==> config.mk <==
export PLATFORM = sky130hd
export DESIGN_NAME = vrf_read_pipe_flat
export DESIGN_NICKNAME = d
export VERILOG_FILES = /design/src/rtl/vrf_read_pipe_if.sv /design/src/rtl/vrf_read_pipe.sv /design/src/flat_wrapper.sv
export SDC_FILE = /design/constraint.sdc
export NUM_CORES = 1
export LEC_CHECK = 0
export ABC_AREA = 1
export CORE_MARGIN = 4
export CORE_UTILIZATION = 53
export DETAILED_ROUTE_END_ITERATION = 8
export PLACE_DENSITY_LB_ADDON = 0.15
export SLEW_MARGIN = 20
export SYNTH_ARGS = -nofsm -noshare
export SYNTH_HDL_FRONTEND = slang
export SYNTH_SLANG_ARGS = --single-unit
==> constraint.sdc <==
create_clock -name clock -period 2.1 [get_ports clock]
set_clock_uncertainty 0.1 [all_clocks]
set_input_delay 0.42 -clock clock [delete_from_list [all_inputs] [get_ports clock]]
set_output_delay 0.42 -clock clock [all_outputs]
set_load 0.03 [all_outputs]
==> src/rtl/vrf_read_pipe_if.sv <==
// Request, SRAM read-port and result signals of the VRF read pipe.
// slave is the pipe's view; master is the requester/SRAM/consumer view.
interface vrf_read_pipe_if #(
    parameter int DATA_WIDTH = 32
);
    logic                  io_in_ready;
    logic                  io_in_valid;
    logic [4:0]            io_in_bits_vs;
    logic [1:0]            io_in_bits_readSource;
    logic [3:0]            io_in_bits_offset;
    logic [2:0]            io_in_bits_instructionIndex;
    logic                  sram_read_en;
    logic [8:0]            sram_addr;
    logic [DATA_WIDTH-1:0] sram_read_data;
    logic                  io_result_ready;
    logic                  io_result_valid;
    logic [DATA_WIDTH-1:0] io_result_bits_data;
    logic [1:0]            io_result_bits_readSource;
    logic [2:0]            io_result_bits_instructionIndex;

    // Both ports use valid/ready: a transfer happens on a rising clock edge
    // where valid and ready are both high; ready never depends on valid.
    modport slave (
        output io_in_ready,
        input  io_in_valid, io_in_bits_vs, io_in_bits_readSource,
        input  io_in_bits_offset, io_in_bits_instructionIndex,
        output sram_read_en, sram_addr,
        input  sram_read_data,
        input  io_result_ready,
        output io_result_valid, io_result_bits_data,
        output io_result_bits_readSource, io_result_bits_instructionIndex
    );

    modport master (
        input  io_in_ready,
        output io_in_valid, io_in_bits_vs, io_in_bits_readSource,
        output io_in_bits_offset, io_in_bits_instructionIndex,
        input  sram_read_en, sram_addr,
        output sram_read_data,
        output io_result_ready,
        input  io_result_valid, io_result_bits_data,
        input  io_result_bits_readSource, io_result_bits_instructionIndex
    );
endinterface

==> src/rtl/vrf_read_pipe.sv <==
// VRF read pipe: fixed-latency SRAM read with tag pipeline and credit-protected result FIFO.
// Optional perf counters enabled by defining VRF_READ_PIPE_PERF_EN.
module vrf_read_pipe #(
    parameter int DATA_WIDTH   = 32,
    parameter int READ_LATENCY = 2,
    parameter int RESULT_DEPTH = 4
) (
    input  logic clock,
    input  logic reset,
    vrf_read_pipe_if.slave bus
`ifdef VRF_READ_PIPE_PERF_EN
    ,
    output logic [15:0] perf_stall_cycles,
    output logic [15:0] perf_reads
`endif
);
    localparam int OCC_W = $clog2(RESULT_DEPTH + 1);
    localparam int PTR_W = $clog2(RESULT_DEPTH);
    localparam int CRD_W = $clog2(RESULT_DEPTH + READ_LATENCY + 1);

    logic [READ_LATENCY-1:0] tag_valid;
    logic [1:0]              tag_src [READ_LATENCY];
    logic [2:0]              tag_idx [READ_LATENCY];

    logic [DATA_WIDTH-1:0]   fifo_data [RESULT_DEPTH];
    logic [1:0]              fifo_src  [RESULT_DEPTH];
    logic [2:0]              fifo_idx  [RESULT_DEPTH];
    logic [PTR_W-1:0]        wr_ptr;
    logic [PTR_W-1:0]        rd_ptr;
    logic [OCC_W-1:0]        occ;

    logic [CRD_W-1:0]        credit_used;
    logic                    fire;
    logic                    wr_en;
    logic                    pop;

    function automatic logic [PTR_W-1:0] ptr_inc(input logic [PTR_W-1:0] p);
        return (p == PTR_W'(RESULT_DEPTH - 1)) ? '0 : p + 1'b1;
    endfunction

    // Every accepted request holds a credit until its result is popped.
    always_comb begin
        credit_used = CRD_W'(occ);
        for (int i = 0; i < READ_LATENCY; i++) begin
            credit_used = credit_used + CRD_W'(tag_valid[i]);
        end
    end

    assign bus.io_in_ready  = credit_used < CRD_W'(RESULT_DEPTH);
    assign fire             = bus.io_in_valid & bus.io_in_ready;
    assign bus.sram_read_en = fire;
    assign bus.sram_addr    = {bus.io_in_bits_vs, bus.io_in_bits_offset};

    assign wr_en = tag_valid[READ_LATENCY-1];
    assign pop   = (occ != '0) & bus.io_result_ready;

    assign bus.io_result_valid                 = occ != '0;
    assign bus.io_result_bits_data             = fifo_data[rd_ptr];
    assign bus.io_result_bits_readSource       = fifo_src[rd_ptr];
    assign bus.io_result_bits_instructionIndex = fifo_idx[rd_ptr];

    always_ff @(posedge clock) begin
        if (reset) begin
            tag_valid <= '0;
        end else begin
            tag_valid[0] <= fire;
            for (int i = 1; i < READ_LATENCY; i++) begin
                tag_valid[i] <= tag_valid[i-1];
            end
        end
    end

    always_ff @(posedge clock) begin
        tag_src[0] <= bus.io_in_bits_readSource;
        tag_idx[0] <= bus.io_in_bits_instructionIndex;
        for (int i = 1; i < READ_LATENCY; i++) begin
            tag_src[i] <= tag_src[i-1];
            tag_idx[i] <= tag_idx[i-1];
        end
    end

    // The last tag stage lines up with the SRAM data of the same request.
    always_ff @(posedge clock) begin
        if (wr_en) begin
            fifo_data[wr_ptr] <= bus.sram_read_data;
            fifo_src[wr_ptr]  <= tag_src[READ_LATENCY-1];
            fifo_idx[wr_ptr]  <= tag_idx[READ_LATENCY-1];
        end
    end

    always_ff @(posedge clock) begin
        if (reset) begin
            wr_ptr <= '0;
            rd_ptr <= '0;
            occ    <= '0;
        end else begin
            if (wr_en) wr_ptr <= ptr_inc(wr_ptr);
            if (pop)   rd_ptr <= ptr_inc(rd_ptr);
            case ({wr_en, pop})
                2'b10:   occ <= occ + 1'b1;
                2'b01:   occ <= occ - 1'b1;
                default: occ <= occ;
            endcase
        end
    end

`ifdef VRF_READ_PIPE_PERF_EN
    always_ff @(posedge clock) begin
        if (reset) begin
            perf_stall_cycles <= '0;
            perf_reads        <= '0;
        end else begin
            if (bus.io_in_valid && !bus.io_in_ready && perf_stall_cycles != 16'hFFFF)
                perf_stall_cycles <= perf_stall_cycles + 1'b1;
            if (fire && perf_reads != 16'hFFFF)
                perf_reads <= perf_reads + 1'b1;
        end
    end
`endif
endmodule

==> src/flat_wrapper.sv <==
// flat-port wrapper written by rule: the top's interface ports become plain ports
module vrf_read_pipe_flat 
#(
    parameter int DATA_WIDTH   = 32,
    parameter int READ_LATENCY = 2,
    parameter int RESULT_DEPTH = 4
)
  (clock, reset, bus_io_in_ready, bus_io_in_valid, bus_io_in_bits_vs, bus_io_in_bits_readSource, bus_io_in_bits_offset, bus_io_in_bits_instructionIndex, bus_sram_read_en, bus_sram_addr, bus_sram_read_data, bus_io_result_ready, bus_io_result_valid, bus_io_result_bits_data, bus_io_result_bits_readSource, bus_io_result_bits_instructionIndex);
  vrf_read_pipe_if #(.DATA_WIDTH(DATA_WIDTH)) bus_i ();
  input  logic clock;
  input  logic reset;
  output wire logic [$bits(bus_i.io_in_ready)-1:0] bus_io_in_ready;
  input wire logic [$bits(bus_i.io_in_valid)-1:0] bus_io_in_valid;
  input wire logic [$bits(bus_i.io_in_bits_vs)-1:0] bus_io_in_bits_vs;
  input wire logic [$bits(bus_i.io_in_bits_readSource)-1:0] bus_io_in_bits_readSource;
  input wire logic [$bits(bus_i.io_in_bits_offset)-1:0] bus_io_in_bits_offset;
  input wire logic [$bits(bus_i.io_in_bits_instructionIndex)-1:0] bus_io_in_bits_instructionIndex;
  output wire logic [$bits(bus_i.sram_read_en)-1:0] bus_sram_read_en;
  output wire logic [$bits(bus_i.sram_addr)-1:0] bus_sram_addr;
  input wire logic [$bits(bus_i.sram_read_data)-1:0] bus_sram_read_data;
  input wire logic [$bits(bus_i.io_result_ready)-1:0] bus_io_result_ready;
  output wire logic [$bits(bus_i.io_result_valid)-1:0] bus_io_result_valid;
  output wire logic [$bits(bus_i.io_result_bits_data)-1:0] bus_io_result_bits_data;
  output wire logic [$bits(bus_i.io_result_bits_readSource)-1:0] bus_io_result_bits_readSource;
  output wire logic [$bits(bus_i.io_result_bits_instructionIndex)-1:0] bus_io_result_bits_instructionIndex;
  assign bus_io_in_ready = bus_i.io_in_ready;
  assign bus_i.io_in_valid = bus_io_in_valid;
  assign bus_i.io_in_bits_vs = bus_io_in_bits_vs;
  assign bus_i.io_in_bits_readSource = bus_io_in_bits_readSource;
  assign bus_i.io_in_bits_offset = bus_io_in_bits_offset;
  assign bus_i.io_in_bits_instructionIndex = bus_io_in_bits_instructionIndex;
  assign bus_sram_read_en = bus_i.sram_read_en;
  assign bus_sram_addr = bus_i.sram_addr;
  assign bus_i.sram_read_data = bus_sram_read_data;
  assign bus_i.io_result_ready = bus_io_result_ready;
  assign bus_io_result_valid = bus_i.io_result_valid;
  assign bus_io_result_bits_data = bus_i.io_result_bits_data;
  assign bus_io_result_bits_readSource = bus_i.io_result_bits_readSource;
  assign bus_io_result_bits_instructionIndex = bus_i.io_result_bits_instructionIndex;
  vrf_read_pipe #(.DATA_WIDTH(DATA_WIDTH), .READ_LATENCY(READ_LATENCY), .RESULT_DEPTH(RESULT_DEPTH)) u_core (.clock(clock), .reset(reset), .bus(bus_i));
endmodule
After elaboration in Yosys (flattened, before gate mapping):

Memory sizes are Yosys's and may differ from the RTL's. A register that Yosys moved wholly into a read port is not among the register bits.
Index checks and enable logic that the tools add are counted.

* word-level logic and storage cells: 35
* bits of input ports: 50
* output and inout bits: 49
* RAM bits: 158
* register bits: 9
* memories: 5

* magnitude comparators: 1
* mux-type cells: 11
* bitwise logic cells: 2
* add/sub/neg operators: 6
* equal/unequal tests: 4
* reduce and logical (&&, ||, !) cells: 2

Memory list
* u_core.fifo_data: depth 4, bits a word 32, rd ports 1, clocked after memory_dff 1, write ports 1, line vrf_read_pipe.sv:25 `logic [DATA_WIDTH-1:0] fifo_data [RESULT_DEPTH];`
* u_core.fifo_idx: depth 4, bits a word 3, rd ports 1, clocked after memory_dff 1, write ports 1, line vrf_read_pipe.sv:27 `logic [2:0] fifo_idx [RESULT_DEPTH];`
* u_core.fifo_src: depth 4, bits a word 2, rd ports 1, clocked after memory_dff 1, write ports 1, line vrf_read_pipe.sv:26 `logic [1:0] fifo_src [RESULT_DEPTH];`
* u_core.tag_idx: depth 2, bits a word 3, rd ports 2, clocked after memory_dff 0, write ports 2, line vrf_read_pipe.sv:23 `logic [2:0] tag_idx [READ_LATENCY];`
* u_core.tag_src: depth 2, bits a word 2, rd ports 2, clocked after memory_dff 0, write ports 2, line vrf_read_pipe.sv:22 `logic [1:0] tag_src [READ_LATENCY];`

Operator list (number)
* 2-bit two-way mux: 8
* 3-bit by 1-bit adder with 3-bit output: 2
* 2-bit equality test, second input constant: 3
* 3-bit one-hot mux with 2 select lines: 1
* 2-bit by 1-bit adder with 2-bit output, second input constant: 2
* 3-bit by 1-bit adder with 3-bit output, second input constant: 1
* 3-bit < comparator, second input constant: 1
* 3-bit nonzero test: 1
* 3-bit by 1-bit subtractor with 3-bit output, second input constant: 1
* 1-bit bitwise AND: 2
* 2-bit by 1-bit equality test with 1-bit output, second input constant: 1
* 1-bit two-way mux: 2
* 2-bit nonzero test: 1

Longest topological paths before layout:

* word-level depth: 4
* depth in mapped cells: 12
* depth with buffers taken out: 12

Least setup slack after synthesis:

No wires, ideal clock.

* path type: register to register
* start: reg u_core.occ[1]
* end: reg u_core.occ[2]
* setup slack: 86 ps
* period minus slack after synthesis: 2014 ps
* arrival time: 1801 ps
* cell stages (with the launch flop): 13
* buffers on the path: 0
* data required time: 1887 ps
* library setup time: 113 ps
* cells stage by stage: dfxtp_1 -> inv_1 -> nand3_1 -> and2_1 -> ha_1 -> inv_1 -> fa_1 -> inv_1 -> nand2_1 -> nand3_1 -> nand2_1 -> nand2_1 -> nor2_1

* cells in the longest elaborated chain, start to end: 4
* elaborated cells between the ends (all ways): 8
* classes of those cells: 2 x add/sub; 2 x eq/ne; 1 x mux; 1 x bitwise; 2 x reduce/logical

Ends and longest elaborated chain
* start: declaration: line vrf_read_pipe.sv:30 `logic [OCC_W-1:0] occ;`
* start signal: assignment: line vrf_read_pipe.sv:100 `2'b10: occ <= occ + 1'b1;`
* start signal: assignment: line vrf_read_pipe.sv:101 `2'b01: occ <= occ - 1'b1;`
* 3-bit nonzero test *
* named net bus_io_result_valid: line flat_wrapper.sv:22 `output wire logic [$bits(bus_i.io_result_valid)-1:0] bus_io_result_valid;`
* 1-bit bitwise AND *: line vrf_read_pipe.sv:55 `assign pop = (occ != '0) & bus.io_result_ready;`
* 2-bit by 1-bit equality test with 1-bit output or 2-bit equality test (tied branches): line vrf_read_pipe.sv:99 `case ({wr_en, pop})`
* 3-bit one-hot mux with 2 select lines or 2-bit nonzero test (tied branches)

The timed path passes the listed nets; every way through them passes the cells marked *.
A chain may end at the register's enable or synchronous reset.

==> results <==
- The run finished, with violations left.
- The final reports fail on negative setup slack.
- For this design, the CTS-stage hold fixing added 0 buffers.
- Counting cells, the worst reg-to-reg path comes to 14.
- In this run, the number of DRC markers left after iteration 0 of detailed routing was 248.
- The number of buffers added on ports is 80.
- STA puts the critical path data required time at 1.58 ns.
- The final period demand of the worst path is 2.18 ns.
- The critical path data arrival time is 1.66 ns.
- The buffers plus inverters on the worst setup path is 4.
- The share of power burned in the clock network is 27.4%.
- After synthesis, the mean cell area works out to 13.9 um2.
- The cell occurring most often along the worst timing path is buf_12.
- The floorplan step defined a die boundary enclosing 13800 um2.
- The number of maximum-capacitance constraint violations is 0.
- In this run the remaining antenna-violating nets after routing total 0.
- Derived from the worst setup path, the maximum achievable clock frequency is 0.459 GHz.
- The height of the die is 117 um.
- The last element of the critical path is bus_io_result_bits_data[28].
- The hold violation total from the final report came to 0.
- The synthesized flop and latch total is 169.
- TritonCTS built the clock tree.
- The highest signal layer in the routed design is met4.
- The initial antenna violation count is 0.
- Leaving out fill and tap cells, the most frequent cells in the layout are 148 x edfxtp_1, 68 x nor2_1, 50 x buf_4.
- The classification of the worst-slack hold path is reg2reg.
- The share of cells above drive strength 1 is 29.7%.
- In this run the core area contains 39 standard-cell rows.
- The initial core utilization is 54.8%.
- Combinational logic burns 37.7% of the power.
- The worst path uses 104% of the clock period.
- The worst supply voltage drop on vdd is 846 uV.
- The worst slack at placement is -0.0617 ns.
- The final net count is 624.
- The total CTS buffers is 17.
- The net switching power is 3.69 mW.
- During I/O placement, the number of pins put on the boundary was 99.
- The final critical-path setup slack is -0.0781 ns.
- The category of the worst setup path launch point is a flip-flop.
- The static leakage is 3.08 nW.
- The number of different library cells in the post-synthesis netlist is 22.
- Summed over all nets, wire length on met2 after detailed routing comes to 7.05 mm.
- After detailed routing, the wire length on met1 is 5.54 mm.
- Counting every instance in the synthesized netlist gives 455.
- The clock passes through at most 2 buffers.
- Along the worst path, the maximum fanout reaches 8.
- Setup repair after global routing could not meet its margin everywhere.
- The insertion delay to the later sink of the worst-skew pair is 0.41 ns.
- The detailed-router iteration count before antenna repair is 4.
- The setup path with the least slack is of type reg2out.
- The pin slew with the least headroom to its limit is 0.408 ns.
- The internal power summed over all cells is 7.47 mW.
- The largest individual stage delay along the critical path comes from the cell dfxtp_4.
- Measured against its own limit, the worst slew margin works out to 72.8%.
- The share of total power consumed by net switching is 33.1%.
- For this block, the routed nets add up to 13.5 mm of wire.
- Setup violations remaining at the end of the flow were counted as 29.
- In this run the horizontal extent of the chip is 117 um.
- The via count of the first global-routing pass was 3804.
- The number of antenna diodes in the final layout is 0.
- The core region is 11600 um2.
- The wire length of the first global-routing pass is 20.1 mm.
- The worst register-to-register path begins at u_core.tag_valid[1]$_SDFF_PP0_.
- The finished cells cover 8460 um2.
- On the worst path, the slowest cell contributes a delay of 0.42 ns.
- Clock-pin slew was measured on the worst setup and hold paths at 0.06 ns.
- Relative to the synthesized area, the layout overhead comes to 33.5%.
- The category of the worst setup path capture point is an output pin.
- Leaving out fill and tap cells, the most frequent cell in the layout is edfxtp_1.
- The final count of pins violating max slew was 0.
- The reg-to-reg endpoint is u_core.tag_valid[0]$_SDFF_PP0_.
- For this run, the register share of the synthesized area comes to 76.8%.
- The Yosys step of the flow raised 0 warnings.
- The sequential fraction of design power is 34.9%.
- The overall global routing resource usage is 18.9%.
- The wire length per cell after detailed routing is 18.8 um.
- The detailed-placement wirelength estimate is 7.47 mm.
- The largest net degree at the start of global routing is 26.
- In this design, the largest share of critical-path delay is due to buffers and inverters.
- Walking the worst path, the cells encountered are buf_12 -> inv_8 -> buf_12 -> nor2_1 -> o22ai_1 -> buf_4.
- The clock sink count is 169.
- Counting buffers and inverters, the worst setup path is 6 cells deep.
- For this design the ratio of total power to cell area is 1320 nW/um2.
- Yosys attributes the largest share of cell area to edfxtp_1 70%, dfxtp_1 6.6%, nor2_1 4.8%, o21ai_0 3.9%, o22ai_1 3.7%.
- After detailed routing, the number of remaining DRC violations is 0.
- The number of vias in the routed layout is 3961.
- Using the TritonRoute via totals, the vias-per-cell ratio works out to 5.49.
- The mapped netlist covers 6330 um2.
- The total congestion overflow after global routing is 0.
- Clock tree synthesis selected as its root buffer the cell clkbuf_16.
- edfxtp_1 takes more of the synthesized area than any other cell.
- The congestion estimate from routability-driven global placement came to 0.733.
- Setup slack on the worst reg-to-reg path comes out at 0.07 ns.
- The met3 wire length is 709 um.
- The H-tree depth reported by CTS is 4.
- The net count after synthesis is 513.
- After synthesis, the largest area contributor takes up 70.2% of total cell area.
- The cell area after placement is 7180 um2.
[final cells by class]
type / count / area, um2
Clock inverter: 9 / 123
Timing Repair Buffer: 122 / 1320
Timing Repair inverter: 2 / 17.5
Tap cell: 143 / 179
Clock buffer: 23 / 458
Multi-Input combinational cell: 235 / 1400
Inverter: 19 / 83.8
Sequential cell: 169 / 4870
Fill cell: 710 / 3110
[power by group through the flow]
stage                     sequential, mW  combinational [mW]  clock, mW
after detailed placement            3.92                3.25          0
final                               3.90                4.21       3.06
after CTS                           3.88                3.79       3.09
after global placement              3.91                3.19          0
after floorplan                     3.89                2.14          0
after global routing                3.91                4.48       3.25
[Yosys cell counts]
| library cell | n |
|---|---|
| nor3_1 | 1 |
| o21ai_1 | 28 |
| or2_2 | 1 |
| ha_1 | 7 |
| inv_1 | 18 |
| o21ai_0 | 49 |
| buf_4 | 10 |
| and2_1 | 1 |
| a21oi_1 | 6 |
| nand2_1 | 16 |
| buf_6 | 8 |
| edfxtp_1 | 148 |
| clkbuf_1 | 9 |
| nand3_1 | 6 |
| clkbuf_2 | 1 |
| fa_1 | 1 |
| buf_2 | 4 |
| nand3b_1 | 1 |
| nor2_1 | 81 |
| inv_2 | 1 |
| dfxtp_1 | 21 |
| o22ai_1 | 37 |
[through the flow]
step | hold slack, ns | utilization, % | instances | power [mW] | setup TNS, ns
2_1_floorplan | 0.210 | - | 455 | 6.03 | 0
3_3_place_gp | 0.212 | 62.1 | 666 | 7.10 | -0.0267
3_5_place_dp | 0.214 | 62.1 | 666 | 7.17 | -0.0617
4_1_cts | 0.227 | 70.4 | 716 | 10.8 | -0.630
5_1_grt | 0.236 | 73.1 | 722 | 11.6 | -3.50
6_report | 0.225 | 73.1 | 722 | 11.2 | -0.862
[worst min path at each step]
| stage | startpoint | end | depth (start not counted) |
|---|---|---|---|
| 2_1_floorplan | u_core.tag_idx[0][0]$_DFF_P_ | u_core.tag_idx[0][3]$_DFF_P_ | 0 |
| 3_3_place_gp | u_core.tag_src[0][0]$_DFF_P_ | u_core.tag_src[0][2]$_DFF_P_ | 0 |
| 3_5_place_dp | u_core.tag_idx[0][0]$_DFF_P_ | u_core.tag_idx[0][3]$_DFF_P_ | 0 |
| 4_1_cts | u_core.tag_idx[0][0]$_DFF_P_ | u_core.tag_idx[0][3]$_DFF_P_ | 0 |
| 5_1_grt | u_core.tag_src[0][0]$_DFF_P_ | u_core.tag_src[0][2]$_DFF_P_ | 0 |
| 6_report | u_core.tag_idx[0][0]$_DFF_P_ | u_core.tag_idx[0][3]$_DFF_P_ | 0 |
[what timing repair did]
| item | CTS | global route |
|---|---|---|
| pin swaps | 5 | 12 |
| buffers inserted | 13 | 3 |
| cloned | 5 | 4 |
| setup endpoints to repair | 40 | 38 |
| gates resized for setup | 44 | 79 |
[registers in the layout (all words and copies together), names as in the netlist, named ones only]
register / count
u_core.fifo_src: 8
u_core.fifo_data: 128
u_core.wr_ptr: 2
u_core.tag_valid: 2
u_core.fifo_idx: 12
u_core.rd_ptr: 2
u_core.tag_src: 4
u_core.tag_idx: 6
u_core.occ: 3
[layer usage]
metal / track usage [%] / vias to the layer above
met4: 6.60 / 0
met5: 0 / -
li1: - / 1883
met2: 32.8 / 125
met1: 23.1 / 1931
met3: 5.00 / 22
[cells by family (layout without fill, tap and decap cells)]
| family | Yosys count | after routing | synth area share, % |
|---|---|---|---|
| AOI/OAI and AO/OA | 120 | 120 | 10.2 |
| adders and majority gates | 8 | 8 | 1.70 |
| DFF | 169 | 169 | 76.8 |
| and+or+nand+nor | 107 | 107 | 6.62 |
| buffers and inverters | 51 | 175 | 4.66 |
Note: power is estimated with default switching activity, not from simulation.
